**src/rtl/wb_reg_write_pkg.sv**
```systemverilog
// rtl/wb_reg_write_pkg.sv - shared MIPS datapath constants and write-back helpers
package wb_reg_write_pkg;

    localparam int DATA_W  = 32;
    localparam int ADDR_W  = 5;
    localparam int REG_CNT = 32;

    // Register 0 is hard-wired to zero, so a write to it is never enabled.
    function automatic logic rf_write_en(logic valid, logic reg_write, logic rd_is_zero);
        return valid & reg_write & ~rd_is_zero;
    endfunction

endpackage

```
**src/rtl/wb_reg_write_if.sv**
```systemverilog
// rtl/wb_reg_write_if.sv - memory-stage inputs and register-file write outputs of write-back
interface wb_reg_write_if #(
    parameter int DATA_W  = wb_reg_write_pkg::DATA_W,
    parameter int ADDR_W  = wb_reg_write_pkg::ADDR_W,
    parameter int REG_CNT = wb_reg_write_pkg::REG_CNT
);
    logic              mem_valid;
    logic              mem_regWrite;
    logic              mem_memtoReg;
    logic [ADDR_W-1:0] mem_rd;
    logic [DATA_W-1:0] mem_aluResult;
    logic [DATA_W-1:0] mem_readData;

    logic               regWrite;
    logic [REG_CNT-1:0] decOut;
    logic [DATA_W-1:0]  d;
    logic [ADDR_W-1:0]  wb_rd;
    logic               wb_valid;

    modport master (
        output mem_valid, mem_regWrite, mem_memtoReg, mem_rd, mem_aluResult, mem_readData,
        input  regWrite, decOut, d, wb_rd, wb_valid
    );

    modport slave (
        input  mem_valid, mem_regWrite, mem_memtoReg, mem_rd, mem_aluResult, mem_readData,
        output regWrite, decOut, d, wb_rd, wb_valid
    );
endinterface

```
**src/rtl/wb_reg_write_decoder_5to32.sv**
```systemverilog
// rtl/wb_reg_write_decoder_5to32.sv - one-hot register select decoder with enable
module decoder_5to32
    import wb_reg_write_pkg::*;
#(
    parameter int ADDR_W  = wb_reg_write_pkg::ADDR_W,
    parameter int REG_CNT = wb_reg_write_pkg::REG_CNT
) (
    input  logic [ADDR_W-1:0]  addr,
    input  logic               enable,
    output logic [REG_CNT-1:0] dec_out
);

    // Shifting a single set bit guarantees at most one bit is ever high.
    assign dec_out = enable ? (REG_CNT'(1) << addr) : '0;

endmodule

```
**src/rtl/wb_reg_write.sv**
```systemverilog
// rtl/wb_reg_write.sv - write-back stage: captures memory-stage result and drives register-file write port
module wb_reg_write
    import wb_reg_write_pkg::*;
#(
    parameter int DATA_W  = wb_reg_write_pkg::DATA_W,
    parameter int ADDR_W  = wb_reg_write_pkg::ADDR_W,
    parameter int REG_CNT = wb_reg_write_pkg::REG_CNT
) (
    input  logic          clk,
    input  logic          reset,
    input  logic          stall,
    input  logic          flush,
    wb_reg_write_if.slave bus
);

    logic              valid_q;
    logic              reg_write_q;
    logic              memto_reg_q;
    logic [ADDR_W-1:0] rd_q;
    logic [DATA_W-1:0] alu_q;
    logic [DATA_W-1:0] rdata_q;
    logic              wr_en;

    // Flush only kills the valid bit; payload is don't-care once invalid.
    always_ff @(posedge clk or negedge reset) begin
        if (!reset) begin
            valid_q     <= 1'b0;
            reg_write_q <= 1'b0;
            memto_reg_q <= 1'b0;
            rd_q        <= '0;
            alu_q       <= '0;
            rdata_q     <= '0;
        end else if (flush) begin
            valid_q <= 1'b0;
        end else if (!stall) begin
            valid_q     <= bus.mem_valid;
            reg_write_q <= bus.mem_regWrite;
            memto_reg_q <= bus.mem_memtoReg;
            rd_q        <= bus.mem_rd;
            alu_q       <= bus.mem_aluResult;
            rdata_q     <= bus.mem_readData;
        end
    end

    assign wr_en        = rf_write_en(valid_q, reg_write_q, rd_q == '0);
    assign bus.regWrite = wr_en;
    assign bus.wb_valid = valid_q;
    assign bus.wb_rd    = rd_q;
    assign bus.d        = memto_reg_q ? rdata_q : alu_q;

    decoder_5to32 #(
        .ADDR_W  (ADDR_W),
        .REG_CNT (REG_CNT)
    ) u_dec (
        .addr    (rd_q),
        .enable  (wr_en),
        .dec_out (bus.decOut)
    );

endmodule

```
**src/flat_wrapper.sv**
```systemverilog
// flat-port wrapper written by rule: the top's interface ports become plain ports
module wb_reg_write_flat import wb_reg_write_pkg::*;
#(
    parameter int DATA_W  = wb_reg_write_pkg::DATA_W,
    parameter int ADDR_W  = wb_reg_write_pkg::ADDR_W,
    parameter int REG_CNT = wb_reg_write_pkg::REG_CNT
)
  (clk, reset, stall, flush, bus_mem_valid, bus_mem_regWrite, bus_mem_memtoReg, bus_mem_rd, bus_mem_aluResult, bus_mem_readData, bus_regWrite, bus_decOut, bus_d, bus_wb_rd, bus_wb_valid);
  wb_reg_write_if #(.DATA_W(DATA_W), .ADDR_W(ADDR_W), .REG_CNT(REG_CNT)) bus_i ();
  input  logic clk;
  input  logic reset;
  input  logic stall;
  input  logic flush;
  input wire logic [$bits(bus_i.mem_valid)-1:0] bus_mem_valid;
  input wire logic [$bits(bus_i.mem_regWrite)-1:0] bus_mem_regWrite;
  input wire logic [$bits(bus_i.mem_memtoReg)-1:0] bus_mem_memtoReg;
  input wire logic [$bits(bus_i.mem_rd)-1:0] bus_mem_rd;
  input wire logic [$bits(bus_i.mem_aluResult)-1:0] bus_mem_aluResult;
  input wire logic [$bits(bus_i.mem_readData)-1:0] bus_mem_readData;
  output wire logic [$bits(bus_i.regWrite)-1:0] bus_regWrite;
  output wire logic [$bits(bus_i.decOut)-1:0] bus_decOut;
  output wire logic [$bits(bus_i.d)-1:0] bus_d;
  output wire logic [$bits(bus_i.wb_rd)-1:0] bus_wb_rd;
  output wire logic [$bits(bus_i.wb_valid)-1:0] bus_wb_valid;
  assign bus_i.mem_valid = bus_mem_valid;
  assign bus_i.mem_regWrite = bus_mem_regWrite;
  assign bus_i.mem_memtoReg = bus_mem_memtoReg;
  assign bus_i.mem_rd = bus_mem_rd;
  assign bus_i.mem_aluResult = bus_mem_aluResult;
  assign bus_i.mem_readData = bus_mem_readData;
  assign bus_regWrite = bus_i.regWrite;
  assign bus_decOut = bus_i.decOut;
  assign bus_d = bus_i.d;
  assign bus_wb_rd = bus_i.wb_rd;
  assign bus_wb_valid = bus_i.wb_valid;
  wb_reg_write #(.DATA_W(DATA_W), .ADDR_W(ADDR_W), .REG_CNT(REG_CNT)) u_core (.clk(clk), .reset(reset), .stall(stall), .flush(flush), .bus(bus_i));
endmodule
```
**config.mk**
```make
export PLATFORM = sky130hd
export DESIGN_NAME = wb_reg_write_flat
export DESIGN_NICKNAME = d
export VERILOG_FILES = /design/src/rtl/wb_reg_write_pkg.sv /design/src/rtl/wb_reg_write_if.sv /design/src/rtl/wb_reg_write_decoder_5to32.sv /design/src/rtl/wb_reg_write.sv /design/src/flat_wrapper.sv
export SDC_FILE = /design/constraint.sdc
export NUM_CORES = 1
export LEC_CHECK = 0
export CORE_ASPECT_RATIO = 1.4
export CORE_MARGIN = 4
export CORE_UTILIZATION = 40
export CTS_BUF_LIST = sky130_fd_sc_hd__clkbuf_8
export CTS_CLUSTER_SIZE = 30
export DETAILED_ROUTE_END_ITERATION = 7
export PLACE_DENSITY_LB_ADDON = 0.25
export SYNTH_ARGS = -nofsm -noshare
export SYNTH_HDL_FRONTEND = slang
export SYNTH_HIERARCHICAL = 1
export SYNTH_SLANG_ARGS = --single-unit
export TNS_END_PERCENT = 30
```
**constraint.sdc**
```tcl
create_clock -name clk -period 2.71 [get_ports clk]
set_input_delay 0.542 -clock clk [delete_from_list [all_inputs] [get_ports clk]]
set_output_delay 0.542 -clock clk [all_outputs]
set_load 0.1 [all_outputs]
```
==> results.sh <==
export IMPL_nNetsFinal=470
export IMPL_drive_gt1_frac=0.611
export IMPL_grt_ovfl_total=0
export IMPL_vias_per_cell=4.98
export IMPL_grt_max_degree=70
export IMPL_cts_tree="done"
export IMPL_ys_ff_latch=72
export IMPL_status="finished, final reports clean"
export IMPL_avgSynthCellArea_um2=14.1
export IMPL_synth_edff_count=0
export IMPL_synth_area_leaders="dfrtp_1 (54%), mux2_2 (33%), nor2_1 (3.7%), clkbuf_8 (2.1%), mux2_1 (2.0%)"
export IMPL_io_buffer_count=146
export IMPL_track_usage=0.184
export IMPL_layout_common_cells="mux2_2 (97), clkdlybuf4s50_1 (74), buf_12 (67)"
export IMPL_syn_area_um2=3350
export IMPL_synth_seq_area_share=0.538
export IMPL_dieArea_um2=9920
export IMPL_cts_buffers=9
export IMPL_clk_pin_slew_ns=0.07
export IMPL_first_pass_iters=4
export IMPL_grt_pass1_vias=2756
export IMPL_area_growth_pct=82.7
export IMPL_crit_type="flip-flop to primary output"
export IMPL_cts_root_buf="clkbuf_8"
export IMPL_wl_mm=8.57
export IMPL_synthCells=238
export IMPL_finalHoldViolCount=0
export IMPL_path_max_fanout=5
export IMPL_dr_total_vias=2488
export IMPL_maxCapViolations=0
export IMPL_antenna_found_initial=0
export IMPL_final_common_cell="mux2_2"
export IMPL_power_leakage_nw=2.40
export IMPL_power_w=0.00431
export IMPL_tightest_slew_ns=0.898
export IMPL_async_reset_ff_frac=1.00
export IMPL_cp_arrival_ns=2.14
export IMPL_setup_viol=0
export IMPL_fin_util=0.751
export IMPL_ant_nets=0
export IMPL_fin_skew_ns=0
export IMPL_yosysWarnings=6
export IMPL_core_um2=8150
export IMPL_reg2reg_slack_ns=1.64
export IMPL_wire_per_inst_um=17.1
export IMPL_diodes=0
export IMPL_syn_num_nets=314
export IMPL_dp_hpwl_mm=6.33
export IMPL_finalSetupTns_ns=0
export IMPL_rsz0062_at_grt="true"
export IMPL_finalWorstPathRequiredPeriod_ns=2.68
export IMPL_finalMaxSlewViolations=0
export IMPL_std_cell_rows=39
export IMPL_worstSkewPairLatency_ns=0.35
export IMPL_start_kind="flip-flop"
export IMPL_fillers=501
export IMPL_clock_fmax_mhz=373
export IMPL_yosysTopAreaCell="dfrtp_1"
export IMPL_relSlewSlack=0.401
export IMPL_synth_cell_type_count=19
export IMPL_critPathCaptureType="primary output"
export IMPL_ios=147
export IMPL_min_period_over_period=0.988
export IMPL_globalplace_congestion=0.758
export IMPL_critical_path_required_ns=2.17
export IMPL_grt_first_pass_wirelength_mm=13.9
export IMPL_power_density_nw_per_um2=704
export IMPL_max_clock_path_buffers=2
export IMPL_synth_flop_cell="dfrtp_1"
export IMPL_clock_sinks=72
export IMPL_hold_path_class="primary input to asynchronous set/reset pin"
export IMPL_fp_dieW_um=85.3
export IMPL_h_tree_depth=3
export IMPL_drt_iter0_drc=60
export IMPL_start_util=0.411
export IMPL_yosys_area_top_type_share=0.538
export IMPL_die_height_um=116
export IMPL_drc=0
export IMPL_vdd_drop_max_uv=550
## registers in the layout (all words and copies together) (netlist names)
name,count
u_core/rdata_q,32
u_core/memto_reg_q,1
u_core/bus.wb_rd,5
u_core/reg_write_q,1
u_core/alu_q,32
u_core/bus.wb_valid,1
## per-layer routing
metal	up-vias	GRT usage	share of wire
met5	-	0	0
met4	0	0.0781	0.022
met3	13	0.0713	0.081
met2	105	0.321	0.52
met1	1214	0.197	0.38
li1	1156	-	-
## Yosys cell counts (all sizes together) (2+ instances only)
cell type and instances:
mux2 103, nand4bb 3, buf 6, nand2b 2
dfrtp 72, nand4b 3, clkbuf 8, nor2 34
## final cells by class
type	count	area, um^2	area share
sequential	72	1820	0.298
clock buffer	9	124	0.0202
multi-input combinational	153	1740	0.284
tap	102	128	0.0209
clock inverter	6	85.1	0.0139
timing repair buffer	158	2220	0.363
## where the power goes
group	switching, W	total (W)	internal [W]
clock network	0.000387	0.000896	0.000509
logic	0.00128	0.00209	0.000807
registers	0.0000857	0.00132	0.00124
## timing repair
action,in CTS,in global routing
endpoints found under the setup margin,32,22
gates resized for setup,10,0
endpoints found under the hold margin,0,0
pin swaps,6,4
buffers inserted,4,0
hold buffers,0,0
gates cloned,1,0
## path summary, 6_finish.rpt
check | start | to | cells past startpoint
min in group clk | u_core/rdata_q[26] | u_core/rdata_q[26] | 1
worst max-delay path | u_core/bus.wb_rd[3] | bus_decOut[7] | 6
max in group asynchronous | reset | u_core/alu_q[22] | 2
worst min register to register | u_core/rdata_q[26] | u_core/rdata_q[26] | 1
worst min-delay path | reset | u_core/rdata_q[1] | 1
worst max register to register | u_core/memto_reg_q | u_core/memto_reg_q | 2
## cell families (layout without fill, tap and decap cells)
kind of cell	count (synthesis)	in the layout	synth area share
mux	104	104	0.349
simple gates	47	47	0.0729
buf+inv	14	173	0.0366
flops	72	72	0.538
compound gates	1	2	0.00299
## worst max-delay path: stages (launching register included)
cell,delay [ns]
dfrtp_4,0.47
or3_4,0.40
o311a_4,0.35
nand4b_1,0.15
buf_6,0.17
nor2_4,0.04
buf_12,0.20
## through the flow
stage / hold WS [ns] / area, um^2 / std cells / setup WS, ns
floorplan: 0.246 / 3620 / 238 / -0.117
global placement: 0.478 / 5790 / 480 / 0.252
detailed placement: 0.482 / 5790 / 480 / 0.215
CTS: 0.241 / 6120 / 500 / -0.0291
global route: 0.260 / 6120 / 500 / -0.0435
finish: 0.235 / 6120 / 500 / 0.0322
No activity file was read; power rests on OpenSTA's default activity.
